<file path="src/rtl/mapper_pkg.sv">
// rtl/mapper_pkg.sv - shared mapper/SRAM definitions: FSM states, window bit, register map
package mapper_pkg;

    // SRAM access sequencer states
    typedef enum logic [1:0] {
        ST_IDLE       = 2'd0,
        ST_READ       = 2'd1,
        ST_WR_PULSE   = 2'd2,
        ST_WR_RECOVER = 2'd3
    } sram_state_t;

    // Byte address bit that selects the $200000-$3FFFFF SRAM window
    localparam int SRAM_WIN_BIT = 21;

    // Mapper register holding the SRAM control bits, and their positions
    localparam logic [4:0] mapper_reg_addr = 5'b01111;
    localparam int SRAM_EN_BIT = 0;
    localparam int SRAM_WR_BIT = 1;

    function automatic int max_int(input int a, input int b);
        return (a > b) ? a : b;
    endfunction

endpackage

</file>
<file path="src/rtl/bus_sync.sv">
// rtl/bus_sync.sv - reset-to-1 strobe synchronizer with registered falling-edge flag
module bus_sync #(
    parameter int STAGES = 2
) (
    input  logic clk,
    input  logic rst_n,
    input  logic d,
    output logic q,
    output logic fall
);

    logic [STAGES-1:0] chain;

    assign q = chain[STAGES-1];

    // Shift the raw strobe through the chain; fall is high on the first cycle q reads 0
    always_ff @(posedge clk or negedge rst_n) begin
        if (!rst_n) begin
            chain <= '1;
            fall  <= 1'b0;
        end else begin
            chain <= {chain[STAGES-2:0], d};
            fall  <= chain[STAGES-1] & ~chain[STAGES-2];
        end
    end

endmodule

</file>
<file path="src/rtl/sram_ctrl.sv">
// rtl/sram_ctrl.sv - battery-backed SRAM access sequencer behind the cartridge mapper
module sram_ctrl
    import mapper_pkg::*;
#(
    parameter int SYNC_STAGES = 2,
    parameter int ADDR_W      = 15,
    parameter int WE_CYCLES   = 4,
    parameter int REC_CYCLES  = 2
) (
    input  logic              clk,
    input  logic              vres,
    input  logic [23:1]       cart_address,
    input  logic [7:0]        cart_wdata,
    input  logic              ce_0,
    input  logic              cas0,
    input  logic              lwr,
    input  logic              sram_enabled,
    input  logic              sram_writable,
    input  logic              dirty_clr,
    output logic [ADDR_W-1:0] sram_address,
    output logic [7:0]        sram_wdata,
    output logic              sram_wdata_oe,
    output logic              sram_ce,
    output logic              sram_oe,
    output logic              sram_we,
    output logic              sram_sel,
    output logic              sram_dirty
);

    localparam int CNT_MAX = max_int(WE_CYCLES, REC_CYCLES);
    localparam int CNT_W   = $clog2(CNT_MAX + 1);

    // Synchronized bus strobes (all active low)
    logic ce_s, cas_s, lwr_s, lwr_fall;
    logic unused_ce_fall, unused_cas_fall, unused_addr_bits;

    bus_sync #(.STAGES(SYNC_STAGES)) u_sync_ce (
        .clk(clk), .rst_n(vres), .d(ce_0), .q(ce_s), .fall(unused_ce_fall)
    );
    bus_sync #(.STAGES(SYNC_STAGES)) u_sync_cas (
        .clk(clk), .rst_n(vres), .d(cas0), .q(cas_s), .fall(unused_cas_fall)
    );
    bus_sync #(.STAGES(SYNC_STAGES)) u_sync_lwr (
        .clk(clk), .rst_n(vres), .d(lwr), .q(lwr_s), .fall(lwr_fall)
    );

    // Address bits outside the window decode and word address are don't-care here
    assign unused_addr_bits = ^cart_address;

    sram_state_t       state, state_n;
    logic [CNT_W-1:0]  cnt, cnt_n;
    logic [ADDR_W-1:0] addr_n;
    logic [7:0]        wdata_n;
    logic              wdata_oe_n, ce_n, oe_n, we_n, sel_n, dirty_set;
    logic              hit, bus_active, start_write, start_read;

    // Decode the synced strobes and compute next state plus next registered pin values
    always_comb begin
        hit         = ~ce_s & cart_address[SRAM_WIN_BIT] & sram_enabled;
        bus_active  = hit & ~cas_s;
        start_write = lwr_fall & bus_active & sram_writable;
        start_read  = bus_active & lwr_s;

        state_n    = state;
        cnt_n      = cnt;
        addr_n     = sram_address;
        wdata_n    = sram_wdata;
        wdata_oe_n = sram_wdata_oe;
        ce_n       = sram_ce;
        oe_n       = sram_oe;
        we_n       = sram_we;
        sel_n      = sram_sel;
        dirty_set  = 1'b0;

        case (state)
            ST_IDLE: begin
                if (start_write) begin
                    addr_n     = cart_address[ADDR_W:1];
                    wdata_n    = cart_wdata;
                    wdata_oe_n = 1'b1;
                    ce_n       = 1'b0;
                    cnt_n      = CNT_W'(WE_CYCLES);
                    state_n    = ST_WR_PULSE;
                end else if (start_read) begin
                    addr_n  = cart_address[ADDR_W:1];
                    ce_n    = 1'b0;
                    oe_n    = 1'b0;
                    sel_n   = 1'b1;
                    state_n = ST_READ;
                end
            end

            ST_READ: begin
                if (lwr_fall) begin
                    // A write strobe cuts the read short; the SRAM output is released first
                    oe_n  = 1'b1;
                    sel_n = 1'b0;
                    if (start_write) begin
                        addr_n     = cart_address[ADDR_W:1];
                        wdata_n    = cart_wdata;
                        wdata_oe_n = 1'b1;
                        cnt_n      = CNT_W'(WE_CYCLES);
                        state_n    = ST_WR_PULSE;
                    end else begin
                        ce_n    = 1'b1;
                        state_n = ST_IDLE;
                    end
                end else if (!bus_active) begin
                    ce_n    = 1'b1;
                    oe_n    = 1'b1;
                    sel_n   = 1'b0;
                    state_n = ST_IDLE;
                end
            end

            ST_WR_PULSE: begin
                // cnt counts the remaining low clocks of sram_we; first clock here is setup
                if (cnt != '0) begin
                    we_n  = 1'b0;
                    cnt_n = cnt - CNT_W'(1);
                end else begin
                    we_n       = 1'b1;
                    ce_n       = 1'b1;
                    wdata_oe_n = 1'b0;
                    dirty_set  = 1'b1;
                    cnt_n      = CNT_W'(REC_CYCLES);
                    state_n    = ST_WR_RECOVER;
                end
            end

            ST_WR_RECOVER: begin
                // On the last recovery clock a pending read may start so ce is high exactly REC_CYCLES
                if (cnt > CNT_W'(1)) begin
                    cnt_n = cnt - CNT_W'(1);
                end else begin
                    cnt_n = '0;
                    if (start_read) begin
                        addr_n  = cart_address[ADDR_W:1];
                        ce_n    = 1'b0;
                        oe_n    = 1'b0;
                        sel_n   = 1'b1;
                        state_n = ST_READ;
                    end else begin
                        state_n = ST_IDLE;
                    end
                end
            end

            default: begin
                state_n    = ST_IDLE;
                ce_n       = 1'b1;
                oe_n       = 1'b1;
                we_n       = 1'b1;
                sel_n      = 1'b0;
                wdata_oe_n = 1'b0;
                cnt_n      = '0;
            end
        endcase
    end

    // State, counter and all SRAM-facing pins are registered
    always_ff @(posedge clk or negedge vres) begin
        if (!vres) begin
            state         <= ST_IDLE;
            cnt           <= '0;
            sram_address  <= '0;
            sram_wdata    <= '0;
            sram_wdata_oe <= 1'b0;
            sram_ce       <= 1'b1;
            sram_oe       <= 1'b1;
            sram_we       <= 1'b1;
            sram_sel      <= 1'b0;
        end else begin
            state         <= state_n;
            cnt           <= cnt_n;
            sram_address  <= addr_n;
            sram_wdata    <= wdata_n;
            sram_wdata_oe <= wdata_oe_n;
            sram_ce       <= ce_n;
            sram_oe       <= oe_n;
            sram_we       <= we_n;
            sram_sel      <= sel_n;
        end
    end

    // Battery-save flag: a completing write wins over a coincident clear
    always_ff @(posedge clk or negedge vres) begin
        if (!vres) begin
            sram_dirty <= 1'b0;
        end else if (dirty_set) begin
            sram_dirty <= 1'b1;
        end else if (dirty_clr) begin
            sram_dirty <= 1'b0;
        end
    end

endmodule

</file>
<file path="config.mk">
export PLATFORM = sky130hd
export DESIGN_NAME = sram_ctrl
export DESIGN_NICKNAME = d
export VERILOG_FILES = /design/src/rtl/mapper_pkg.sv /design/src/rtl/bus_sync.sv /design/src/rtl/sram_ctrl.sv
export SDC_FILE = /design/constraint.sdc
export NUM_CORES = 1
export LEC_CHECK = 0
export ABC_AREA = 1
export BUFFER_PORTS_ARGS = -buffer_cell sky130_fd_sc_hd__buf_2
export CAP_MARGIN = 15
export CORE_MARGIN = 8
export CORE_UTILIZATION = 48
export CTS_BUF_LIST = sky130_fd_sc_hd__clkbuf_8
export DETAILED_ROUTE_END_ITERATION = 10
export PLACE_DENSITY = 0.84
export SYNTH_ARGS = -nofsm -noshare
export SYNTH_HDL_FRONTEND = slang
export SYNTH_SLANG_ARGS = --single-unit
</file>
<file path="constraint.sdc">
create_clock -name clk -period 2.38 [get_ports clk]
set_clock_uncertainty 0.05 [all_clocks]
set_input_delay 0 -clock clk [delete_from_list [all_inputs] [get_ports clk]]
set_output_delay 0 -clock clk [all_outputs]
set_load 0.02 [all_outputs]
</file>
==> impl_metrics.sql, run 1 <==
INSERT INTO impl_metrics (metric_group, metric, value, unit) VALUES
('cts', 'tritoncts_clock_tree', 'built', ''),
('worst_setup_path', 'regToRegStartpoint', 'state[0]$_DFFE_PN0P_', ''),
('worst_setup_path', 'worstSetupPathType', 'reg2reg', ''),
('drt', 'final_antenna_net_count', '0', ''),
('synthesis', 'syn_inst', '227', ''),
('synthesis', 'ys_seq_elements', '41', ''),
('synthesis', 'synth_flop_cell', 'sky130_fd_sc_hd__dfrtp_1', ''),
('min_path', 'hold_path.class', 'in2reg', ''),
('sta', 'number_of_setup_violations_in_the_final_report', '0', ''),
('min_path', 'min_from', 'sram_writable', ''),
('drt', 'avgViaCountPerCell', '4.97', ''),
('die', 'die_x', '80.5', 'µm'),
('cells_and_area', 'insertedDiodeCount', '0', ''),
('worst_setup_path', 'max_stage_delay', '430', 'ps'),
('power_and_ir_drop', 'power_leakage', '1.52', 'nW'),
('placement', 'post-dp-hpwl', '3360', 'µm'),
('power_and_ir_drop', 'part_of_the_total_power_dissipated_in_combinational_logic', '49.2', '%'),
('worst_setup_path', 'timing.critical_path.cells', 'inv_1 > ha_1 > inv_1 > nand2_4 > nor2_8 > nand2_4 > nand2_1 > nand2_1', ''),
('global_route', 'grt_first_pass_wirelength', '8660', 'µm'),
('die', 'floorplan.initialDensity', '49.9', '%'),
('synthesis', 'synthArstFlopShare', '100', '%'),
('die', 'boundaryPins', '68', ''),
('cells_and_area', 'nNetsFinal', '366', ''),
('run_status', 'outcome', 'complete, no violations', ''),
('cts', 'postCtsHoldBufs', '28', ''),
('global_route', 'largest_net_degree_at_the_start_of_global_routing', '42', ''),
('sta', 'setup_tns', '0', 'ps'),
('cts', 'tritoncts_num_sinks', '41', ''),
('cts', 'h_tree_lvl_count', '2', ''),
('cts', 'cts_made_buffers', '5', ''),
('sta', 'max_slew_violation_total_from_the_final_report', '0', ''),
('worst_setup_path', 'start_kind', 'flip-flop', ''),
('power_and_ir_drop', 'power.internal', '1.88', 'mW'),
('sta', 'tightestPinTransition', '879', 'ps'),
('placement', 'numPortBuffers', '60', ''),
('power_and_ir_drop', 'vdd.ir_drop.worst', '0.703', 'mV'),
('sta', 'fin_worst_hold_slack', '222', 'ps'),
('global_route', 'grt_antenna_before_repair', '0', ''),
('synthesis', 'ys_seq_area_share', '52.0', '%'),
('synthesis', 'netlist-cell-type-count', '25', ''),
('power_and_ir_drop', 'p_per_cell_area', '1230', 'nW/µm²'),
('power_and_ir_drop', 'clockPowerShare', '17.3', '%'),
('worst_setup_path', 'cp.arrival', '2000', 'ps'),
('worst_setup_path', 'path_buf_inv', '2', ''),
('synthesis', 'number_of_enable_flip_flop_cells_after_synthesis', '0', ''),
('synthesis', 'synth_warnings', '0', ''),
('global_route', 'globalRouteOverflowTotal', '0', ''),
('cells_and_area', 'final_layout_size_suffix_gt1_share', '28.4', '%'),
('placement', 'placed_area', '2330', 'µm²'),
('cts', 'clk_transition_reported_paths', '80', 'ps'),
('drt', 'dr.first_iter.drc_count', '100', ''),
('sta', 'grt_setup_unrepaired', 'no', ''),
('cts', 'clock_latency_reported_for_the_late_side_of_the_worst_skew_pair', '300', 'ps'),
('drt', 'routed_wl', '5170', 'µm'),
('worst_setup_path', 'slowest_stage', 'sky130_fd_sc_hd__dfrtp_1', ''),
('sta', 'fin_crit_sh', '78.2', '%'),
('die', 'fp.dieH', '80.5', 'µm'),
('sta', 'slew-limit-headroom', '41.4', '%'),
('drt', 'drt-wirelength-per-cell', '14.0', 'µm'),
('cells_and_area', 'area_growth_syn_to_layout', '37.0', '%'),
('synthesis', 'synth.avg_cell_area', '8.79', 'µm²'),
('placement', 'dp.cells', '334', ''),
('synthesis', 'post_synth_instance_area', '2000', 'µm²'),
('cells_and_area', 'postLayoutCellArea', '2730', 'µm²'),
('power_and_ir_drop', 'seqPwrFrac', '33.4', '%'),
('cts', 'post_cts_resized', '0', ''),
('die', 'dieArea', '6480', 'µm²'),
('worst_setup_path', 'worstPathMaxFanout', '16', ''),
('sta', 'period_minus_slack', '1860', 'ps'),
('global_route', 'first_global_vias', '1832', ''),
('die', 'core_outline_area', '4000', 'µm²');
-- registers in the layout (all words and copies together) (netlist names) --
name              cells
sram_address         15
sram_wdata            8
cnt                   3
state                 2
u_sync_cas.chain      2
u_sync_ce.chain       2
u_sync_lwr.chain      2
sram_ce               1
sram_dirty            1
sram_oe               1
sram_sel              1
sram_wdata_oe         1
sram_we               1
u_sync_lwr.fall       1
-- power groups by stage --
stage          sequential, mW  combinational [mW]  clock (mW)
6_report                 1.12                1.65       0.582
2_1_floorplan            1.39               0.927           0
3_5_place_dp             1.13                1.61           0
5_1_grt                  1.16                1.84       0.621
4_1_cts                  1.12                1.66       0.600
3_3_place_gp             1.12                1.56           0
-- cell usage after synthesis (2+ instances only) --
cell / instances / area (µm²)
sky130_fd_sc_hd__nand2_1: 81 / 304
sky130_fd_sc_hd__nand3_1: 35 / 175
sky130_fd_sc_hd__dfrtp_1: 32 / 801
sky130_fd_sc_hd__inv_1: 20 / 75.1
sky130_fd_sc_hd__dfstp_2: 9 / 236
sky130_fd_sc_hd__ha_1: 8 / 100
sky130_fd_sc_hd__nor2_1: 7 / 26.3
sky130_fd_sc_hd__o21ai_0: 7 / 35.0
sky130_fd_sc_hd__nand4_1: 5 / 31.3
sky130_fd_sc_hd__inv_2: 3 / 11.3
sky130_fd_sc_hd__a21oi_1: 2 / 10.0
sky130_fd_sc_hd__buf_2: 2 / 10.0
sky130_fd_sc_hd__buf_6: 2 / 22.5
sky130_fd_sc_hd__nand2_4: 2 / 22.5
sky130_fd_sc_hd__nand3_4: 2 / 35.0
-- cell families (layout without fill, tap and decap cells) --
group	after synthesis	in the layout	synth area share [%]
flip-flops	41	41	52.0
buffers and inverters	28	121	6.33
adder cells (fa/ha/maj)	8	8	5.02
AND/OR/NAND/NOR	138	138	32.9
AO/OA/AOI/OAI	11	11	3.39
XOR/XNOR	1	1	0.439
-- tightest hold or removal path, stage by stage --
cell	delay (ps)
sky130_fd_sc_hd__buf_2	100
sky130_fd_sc_hd__nand2_1	60
sky130_fd_sc_hd__inv_2	50
sky130_fd_sc_hd__nand3_4	130
sky130_fd_sc_hd__a21oi_1	80
sky130_fd_sc_hd__nand2_1	50
sky130_fd_sc_hd__o21ai_0	60
-- final timing paths --
path,end,slack (ps),depth (start not counted)
min,sram_wdata_oe$_DFFE_PN0P_,220,7
max reg2reg,sram_address[12]$_DFFE_PN0P_,520,8
min in group asynchronous,sram_address[1]$_DFFE_PN0P_,310,2
max in group asynchronous,sram_dirty$_DFFE_PN0P_,1420,2
max,sram_address[12]$_DFFE_PN0P_,520,8
min reg2reg,u_sync_ce.chain[1]$_DFF_PN1_,310,0
-- stage by stage --
step / utilization [%] / total power [mW] / worst slack (ps)
after floorplan: - / 2.31 / 826
after global placement: 58.3 / 2.67 / 583
after detailed placement: 58.3 / 2.74 / 543
after CTS: 68.3 / 3.38 / 519
after global routing: 68.3 / 3.62 / 357
final: 68.3 / 3.36 / 520
-- per-layer routing --
layer,global-route usage (%),part of all wire [%]
met1,19.3,40
met2,28.5,52
met3,5.36,6.0
met4,8.18,1.7
met5,0,0
-- cell type report --
cell class	count	area, µm²
multi-input combinational	158	832
sequential	41	1040
tap	50	62.6
clock buffer	6	82.6
timing repair buffer	90	596
inverter	23	86.3
clock inverter	2	37.5
fill	303	1270
-- cells in the final DEF (no fill, tap or decap) --
master / count
sky130_fd_sc_hd__nand2_1: 81
sky130_fd_sc_hd__buf_2: 60
sky130_fd_sc_hd__nand3_1: 35
sky130_fd_sc_hd__dfrtp_1: 32
sky130_fd_sc_hd__dlygate4sd3_1: 28
sky130_fd_sc_hd__inv_1: 20
sky130_fd_sc_hd__dfstp_2: 9
sky130_fd_sc_hd__ha_1: 8
sky130_fd_sc_hd__nor2_1: 7
sky130_fd_sc_hd__o21ai_0: 7
sky130_fd_sc_hd__clkbuf_8: 6
sky130_fd_sc_hd__nand4_1: 5
sky130_fd_sc_hd__inv_2: 3
sky130_fd_sc_hd__nand3_4: 2
sky130_fd_sc_hd__nand2_4: 2
sky130_fd_sc_hd__a21oi_1: 2
sky130_fd_sc_hd__buf_4: 2
sky130_fd_sc_hd__nor2_4: 1
sky130_fd_sc_hd__nand3_2: 1
sky130_fd_sc_hd__nand2_2: 1
sky130_fd_sc_hd__nor2_8: 1
sky130_fd_sc_hd__o21ai_4: 1
sky130_fd_sc_hd__nor3b_1: 1
sky130_fd_sc_hd__and2_1: 1
sky130_fd_sc_hd__o22ai_1: 1
sky130_fd_sc_hd__xor2_1: 1
sky130_fd_sc_hd__bufinv_16: 1
sky130_fd_sc_hd__clkinvlp_4: 1
Power figures use the tool's default switching activity.
==> inputs of run 2 (changes only) <==
clock period = 1.8 ns   (was 2.38 ns; I/O delays follow)
==> impl_metrics.sql, run 2 (synthesized netlist as in run 1, its figures left out) <==
INSERT INTO impl_metrics (metric_group, metric, value, unit) VALUES
('run_status', 'outcome', 'complete, no violations', ''),
('sta', 'number_of_setup_violations_in_the_final_report', '0', ''),
('cells_and_area', 'postLayoutCellArea', '2760', 'µm²'),
('power_and_ir_drop', 'part_of_the_total_power_dissipated_in_combinational_logic', '52.3', '%'),
('cells_and_area', 'largest_registers', 'sram_address x15, sram_wdata x8, cnt x3', ''),
('drt', 'drt-wirelength-per-cell', '14.3', 'µm'),
('die', 'core.rowCount', '23', ''),
('placement', 'dp.cells', '337', ''),
('worst_setup_path', 'timing.reg2reg.setup_slack', '150', 'ps'),
('worst_setup_path', 'path_buf_inv', '2', ''),
('cts', 'h_tree_lvl_count', '2', ''),
('die', 'boundaryPins', '68', ''),
('power_and_ir_drop', 'totalPowerFinal', '4.40', 'mW'),
('placement', 'post-dp-hpwl', '3420', 'µm'),
('drt', 'drcViolationCount', '0', ''),
('worst_setup_path', 'slowest_stage', 'sky130_fd_sc_hd__dfrtp_1', ''),
('global_route', 'globalRouteOverflowTotal', '0', ''),
('cts', 'tritoncts_clock_tree', 'built', ''),
('drt', 'avgViaCountPerCell', '5.09', ''),
('drt', 'dr.first_iter.drc_count', '90', ''),
('drt', 'dr_total_vias', '1897', ''),
('sta', 'tightestPinTransition', '499', 'ps'),
('power_and_ir_drop', 'power.internal', '2.42', 'mW'),
('worst_setup_path', 'worstReg2RegEnd', 'sram_address[9]$_DFFE_PN0P_', ''),
('die', 'dieArea', '6480', 'µm²'),
('cts', 'clock_latency_reported_for_the_late_side_of_the_worst_skew_pair', '290', 'ps'),
('cells_and_area', 'largest_register_ffs', '15', ''),
('die', 'die_x', '80.5', 'µm'),
('cells_and_area', 'registers.top_by_ff_count', 'sram_address', ''),
('sta', 'period_minus_slack', '1650', 'ps'),
('global_route', 'grt_usage', '17.5', '%'),
('die', 'fp.dieH', '80.5', 'µm'),
('sta', 'max_slew_violation_total_from_the_final_report', '0', ''),
('worst_setup_path', 'regToRegStartpoint', 'state[0]$_DFFE_PN0P_', ''),
('global_route', 'first_global_vias', '1951', ''),
('worst_setup_path', 'cp.arrival', '1780', 'ps'),
('cts', 'clock_path_buffers', '2', ''),
('cells_and_area', 'nNetsFinal', '369', ''),
('placement', 'gpl.final_weighted_congestion', '0.888', ''),
('power_and_ir_drop', 'vdd.ir_drop.worst', '0.796', 'mV'),
('job', 'drv_cap', '0', ''),
('power_and_ir_drop', 'clockPowerShare', '14.1', '%'),
('global_route', 'largest_net_degree_at_the_start_of_global_routing', '42', ''),
('global_route', 'grt_first_pass_wirelength', '8890', 'µm'),
('min_path', 'hold_path.class', 'in2async', ''),
('global_route', 'grt_antenna_before_repair', '0', ''),
('cells_and_area', 'commonest_cells_after_routing_fill_and_taps_aside', 'sky130_fd_sc_hd__nand2_1 (81), sky130_fd_sc_hd__buf_2 (60), sky130_fd_sc_hd__nand3_1 (34), sky130_fd_sc_hd__dfrtp_1 (32), sky130_fd_sc_hd__dlygate4sd3_1 (28)', ''),
('worst_setup_path', 'start_kind', 'flip-flop', ''),
('die', 'core_outline_area', '4000', 'µm²'),
('worst_setup_path', 'timing.critical_path.cells', 'inv_1 > ha_1 > inv_1 > nand2_4 > nor2_8 > nand2_4 > nand2_1 > nand2_1', ''),
('worst_setup_path', 'crit_path_end', 'sram_address[9]$_DFFE_PN0P_', ''),
('drt', 'routed_wl', '5350', 'µm'),
('cells_and_area', 'area_growth_syn_to_layout', '38.1', '%'),
('drt', 'final_antenna_net_count', '0', ''),
('cells_and_area', 'final_layout_size_suffix_gt1_share', '30.0', '%'),
('power_and_ir_drop', 'power_leakage', '1.53', 'nW'),
('sta', 'layout_setup_ws', '153', 'ps'),
('power_and_ir_drop', 'switching_power_total', '1.98', 'mW'),
('power_and_ir_drop', 'seqPwrFrac', '33.6', '%'),
('worst_setup_path', 'r2r.worst_path.cells', '8', ''),
('placement', 'pre_cts_slack', '64.0', 'ps'),
('sta', 'clock.fmax', '607', 'MHz'),
('sta', 'setup_tns', '0', 'ps'),
('placement', 'numPortBuffers', '60', ''),
('cts', 'cts_made_buffers', '5', ''),
('worst_setup_path', 'worstSetupStartpoint', 'state[0]$_DFFE_PN0P_', ''),
('drt', 'first_pass_iters', '4', ''),
('die', 'floorplan.initialDensity', '49.9', '%'),
('cts', 'clock_tree.root_cell', 'sky130_fd_sc_hd__clkbuf_8', ''),
('cells_and_area', 'insertedDiodeCount', '0', ''),
('power_and_ir_drop', 'p_per_cell_area', '1600', 'nW/µm²'),
('cells_and_area', 'commonest_non_fill_non_tap_cell_in_the_layout', 'sky130_fd_sc_hd__nand2_1', ''),
('worst_setup_path', 'critical_path_cell_count', '8', ''),
('cells_and_area', 'post_layout_nonfiller_instances', '373', ''),
('cts', 'clk_transition_reported_paths', '80', 'ps'),
('worst_setup_path', 'worstPathMaxFanout', '15', ''),
('worst_setup_path', 'end_kind', 'flip-flop', ''),
('cts', 'postCtsSetupBuffers', '0', ''),
('placement', 'placed_area', '2370', 'µm²'),
('cts', 'tritoncts_num_sinks', '41', ''),
('worst_setup_path', 'cp.required', '1940', 'ps'),
('cells_and_area', 'fin_util', '68.9', '%'),
('sta', 'fin_worst_hold_slack', '229', 'ps'),
('worst_setup_path', 'max_stage_delay', '430', 'ps'),
('worst_setup_path', 'worstSetupPathType', 'reg2reg', ''),
('sta', 'grt_setup_unrepaired', 'no', ''),
('sta', 'slew-limit-headroom', '66.7', '%'),
('sta', 'fin_crit_sh', '91.5', '%'),
('power_and_ir_drop', 'share_of_total_power_consumed_by_net_switching', '45.0', '%'),
('sta', 'hold_viol', '0', ''),
('worst_setup_path', 'worst_path_dominant_cell_family', 'simple AND/OR/NAND/NOR gates', '');
## run 2: layout make-up
type / count / area [µm²]
Clock inverter: 2 / 13.8
Tap cell: 50 / 62.6
Inverter: 23 / 86.3
Multi-Input combinational cell: 158 / 842
Fill cell: 292 / 1240
Clock buffer: 6 / 82.6
Timing Repair Buffer: 93 / 631
Sequential cell: 41 / 1040
## run 2: what timing repair did
action                     CTS  global route
hold buffers                28             0
setup endpoints to repair    0             1
hold endpoints to repair    59             0
resized for setup            0             3
## run 2: routing by layer
layer,share of wire (%),global-route usage [%],up-vias
met3,7.0,7.25,14
met5,0,0,-
met1,38,18.4,903
met2,52,29.6,59
li1,-,-,921
met4,2.6,7.82,0
## run 2: worst min path at each step
stage,from,to,slack (ps),cells after the start
final,vres,sram_address[5]$_DFFE_PN0P_,230,3
after global routing,lwr,u_sync_lwr.chain[0]$_DFF_PN1_,280,2
after CTS,sram_writable,sram_wdata_oe$_DFFE_PN0P_,230,7
after detailed placement,vres,sram_address[9]$_DFFE_PN0P_,40,2
after global placement,vres,sram_address[5]$_DFFE_PN0P_,30,2
after floorplan,vres,cnt[0]$_DFFE_PN0P_,-350,0
## run 2: power by group through the flow
stage               Clock, mW  Combinational, mW  Sequential [mW]
floorplan                   0               1.23             1.83
global placement            0               2.16             1.47
detailed placement          0               2.23             1.48
CTS                     0.633               2.29             1.47
global route            0.673               2.57             1.52
finish                  0.620               2.30             1.48
## run 2: worst register-to-register path, stage by stage, from the launching register on
cell and delay (ps):
sky130_fd_sc_hd__dfrtp_1 430, sky130_fd_sc_hd__inv_1 130, sky130_fd_sc_hd__ha_1 270, sky130_fd_sc_hd__inv_1 140, sky130_fd_sc_hd__nand2_4 100, sky130_fd_sc_hd__nor2_8 150, sky130_fd_sc_hd__nand2_4 140, sky130_fd_sc_hd__nand2_1 90
sky130_fd_sc_hd__nand2_1 60
==> inputs of run 3 (changes only) <==
ABC_CLOCK_PERIOD_IN_PS = 1800   (was unset)
CORE_ASPECT_RATIO = 2   (was unset)
==> impl_metrics.sql, run 3 (synthesized netlist as in run 1, its figures left out) <==
INSERT INTO impl_metrics (metric_group, metric, value, unit) VALUES
('sta', 'slew-limit-headroom', '71.2', '%'),
('die', 'core.rowCount', '33', ''),
('global_route', 'grt_usage', '18.0', '%'),
('cells_and_area', 'registers.top_by_ff_count', 'sram_address', ''),
('die', 'fp.dieH', '107', 'µm'),
('cts', 'clk_transition_reported_paths', '80', 'ps'),
('power_and_ir_drop', 'vdd.ir_drop.worst', '1.41', 'mV'),
('cts', 'tritoncts_num_sinks', '41', ''),
('cts', 'postCtsSetupBuffers', '0', ''),
('sta', 'hold_viol', '0', ''),
('worst_setup_path', 'start_kind', 'flip-flop', ''),
('drt', 'drt-wirelength-per-cell', '14.9', 'µm'),
('worst_setup_path', 'regToRegStartpoint', 'state[0]$_DFFE_PN0P_', ''),
('drt', 'drcViolationCount', '0', ''),
('cells_and_area', 'final_layout_size_suffix_gt1_share', '29.8', '%'),
('cells_and_area', 'num-fill-cells', '346', ''),
('sta', 'clock.fmax', '589', 'MHz'),
('sta', 'fin_crit_sh', '94.3', '%'),
('power_and_ir_drop', 'totalPowerFinal', '4.57', 'mW'),
('worst_setup_path', 'end_kind', 'flip-flop', ''),
('worst_setup_path', 'timing.reg2reg.setup_slack', '100', 'ps'),
('sta', 'tightestPinTransition', '431', 'ps'),
('worst_setup_path', 'cp.arrival', '1830', 'ps'),
('placement', 'pre_cts_slack', '98.7', 'ps'),
('power_and_ir_drop', 'p_per_cell_area', '1640', 'nW/µm²'),
('sta', 'number_of_setup_violations_in_the_final_report', '0', ''),
('worst_setup_path', 'worstSetupPathType', 'reg2reg', ''),
('worst_setup_path', 'worstReg2RegEnd', 'sram_address[7]$_DFFE_PN0P_', ''),
('cells_and_area', 'fin_util', '68.8', '%'),
('cts', 'clock_latency_reported_for_the_late_side_of_the_worst_skew_pair', '290', 'ps'),
('global_route', 'largest_net_degree_at_the_start_of_global_routing', '18', ''),
('drt', 'avgViaCountPerCell', '5.10', ''),
('cts', 'clock_tree.root_cell', 'sky130_fd_sc_hd__clkbuf_8', ''),
('worst_setup_path', 'worstPathMaxFanout', '15', ''),
('sta', 'period_minus_slack', '1700', 'ps'),
('global_route', 'grt_first_pass_wirelength', '9100', 'µm'),
('cells_and_area', 'commonest_non_fill_non_tap_cell_in_the_layout', 'sky130_fd_sc_hd__nand2_1', ''),
('sta', 'max_slew_violation_total_from_the_final_report', '0', ''),
('global_route', 'grt_antenna_before_repair', '0', ''),
('cells_and_area', 'postLayoutCellArea', '2780', 'µm²'),
('cells_and_area', 'area_growth_syn_to_layout', '39.4', '%'),
('cells_and_area', 'insertedDiodeCount', '0', ''),
('cells_and_area', 'largest_registers', 'sram_address x15, sram_wdata x8, cnt x3', ''),
('drt', 'final_antenna_net_count', '0', ''),
('cells_and_area', 'commonest_cells_after_routing_fill_and_taps_aside', 'sky130_fd_sc_hd__nand2_1 (81), sky130_fd_sc_hd__buf_2 (60), sky130_fd_sc_hd__nand3_1 (34), sky130_fd_sc_hd__dfrtp_1 (32), sky130_fd_sc_hd__dlygate4sd3_1 (28)', ''),
('min_path', 'hold_path.class', 'in2async', ''),
('run_status', 'outcome', 'complete, no violations', ''),
('global_route', 'globalRouteOverflowTotal', '0', ''),
('cts', 'tritoncts_clock_tree', 'built', ''),
('die', 'boundaryPins', '68', ''),
('global_route', 'first_global_vias', '2065', ''),
('drt', 'dr_total_vias', '1924', ''),
('power_and_ir_drop', 'power_leakage', '1.55', 'nW'),
('placement', 'placed_area', '2390', 'µm²'),
('worst_setup_path', 'r2r.worst_path.cells', '8', ''),
('die', 'dieArea', '6600', 'µm²'),
('placement', 'gpl.final_weighted_congestion', '0.918', ''),
('die', 'floorplan.initialDensity', '49.3', '%'),
('drt', 'routed_wl', '5620', 'µm'),
('cells_and_area', 'nNetsFinal', '371', ''),
('die', 'die_x', '61.6', 'µm'),
('cts', 'clock_path_buffers', '2', ''),
('drt', 'dr.first_iter.drc_count', '36', ''),
('die', 'core_outline_area', '4050', 'µm²'),
('drt', 'first_pass_iters', '5', ''),
('sta', 'layout_setup_ws', '102', 'ps'),
('worst_setup_path', 'cp.required', '1930', 'ps'),
('placement', 'post-dp-hpwl', '3780', 'µm'),
('cells_and_area', 'largest_register_ffs', '15', ''),
('placement', 'numPortBuffers', '60', ''),
('cts', 'h_tree_lvl_count', '2', ''),
('job', 'drv_cap', '0', ''),
('cts', 'cts_made_buffers', '5', '');
run 3: cell types whose count changed in the layout (fill, tap and decap cells not counted), sizes merged:
cell | previous run | this run
clkinv | 2 | 1
buf | 65 | 67
bufinv | 0 | 1
clkbuf | 6 | 5
inv | 23 | 24
run 3: metal layers:
layer,up-vias,track usage (%),wire length (µm)
li1,918,-,-
met1,901,16.8,1790
met2,74,32.9,3250
met3,31,3.96,257
met4,0,10.5,317
met5,-,0,0
run 3: critical path: stages (launching register included):
cell,delay (ps)
sky130_fd_sc_hd__dfrtp_1,430
sky130_fd_sc_hd__inv_1,120
sky130_fd_sc_hd__ha_1,290
sky130_fd_sc_hd__inv_2,150
sky130_fd_sc_hd__nand2_4,90
sky130_fd_sc_hd__nor2_8,140
sky130_fd_sc_hd__nand2_4,130
sky130_fd_sc_hd__nand2_1,120
sky130_fd_sc_hd__nand2_1,70
run 3: per-stage QoR:
step	TNS (ps)	cells	hold slack, ps
4_1_cts	0	377	103
6_report	0	377	101
5_1_grt	-70.9	377	123
2_1_floorplan	0	227	-346
3_3_place_gp	0	341	-130
3_5_place_dp	0	341	-125
run 3: cell type report:
class	instances	area [µm²]	area share, %
sequential	41	1040	37.3
multi-input combinational	158	837	30.1
timing repair buffer	95	646	23.2
inverter	23	86.3	3.10
clock buffer	5	68.8	2.47
tap	52	65.1	2.34
clock inverter	3	42.5	1.53
run 3: worst max path at each step:
stage               cells past startpoint                  from                           end  slack, ps
floorplan                               9  state[0]$_DFFE_PN0P_   sram_address[0]$_DFFE_PN0P_        250
global placement                        8  state[0]$_DFFE_PN0P_  sram_address[10]$_DFFE_PN0P_        140
detailed placement                      8  state[0]$_DFFE_PN0P_   sram_address[6]$_DFFE_PN0P_        100
CTS                                     8  state[0]$_DFFE_PN0P_   sram_address[6]$_DFFE_PN0P_         80
global route                            9  state[1]$_DFFE_PN0P_          sram_sel$_DFFE_PN0P_        -70
finish                                  8  state[0]$_DFFE_PN0P_   sram_address[7]$_DFFE_PN0P_        100
run 3: report_power, final:
group          leakage [nW]  internal [mW]  switching [mW]
clock                0.0595          0.410           0.312
combinational         0.986          0.830            1.53
sequential            0.503           1.29           0.197
total                  1.55           2.53            2.04
run 3: what timing repair did:
| item | 4_1_cts | 5_1_grt |
|---|---|---|
| setup endpoints to repair | 0 | 16 |
| resized for setup | 0 | 2 |
| hold endpoints to repair | 64 | 0 |
| hold buffers | 28 | 0 |
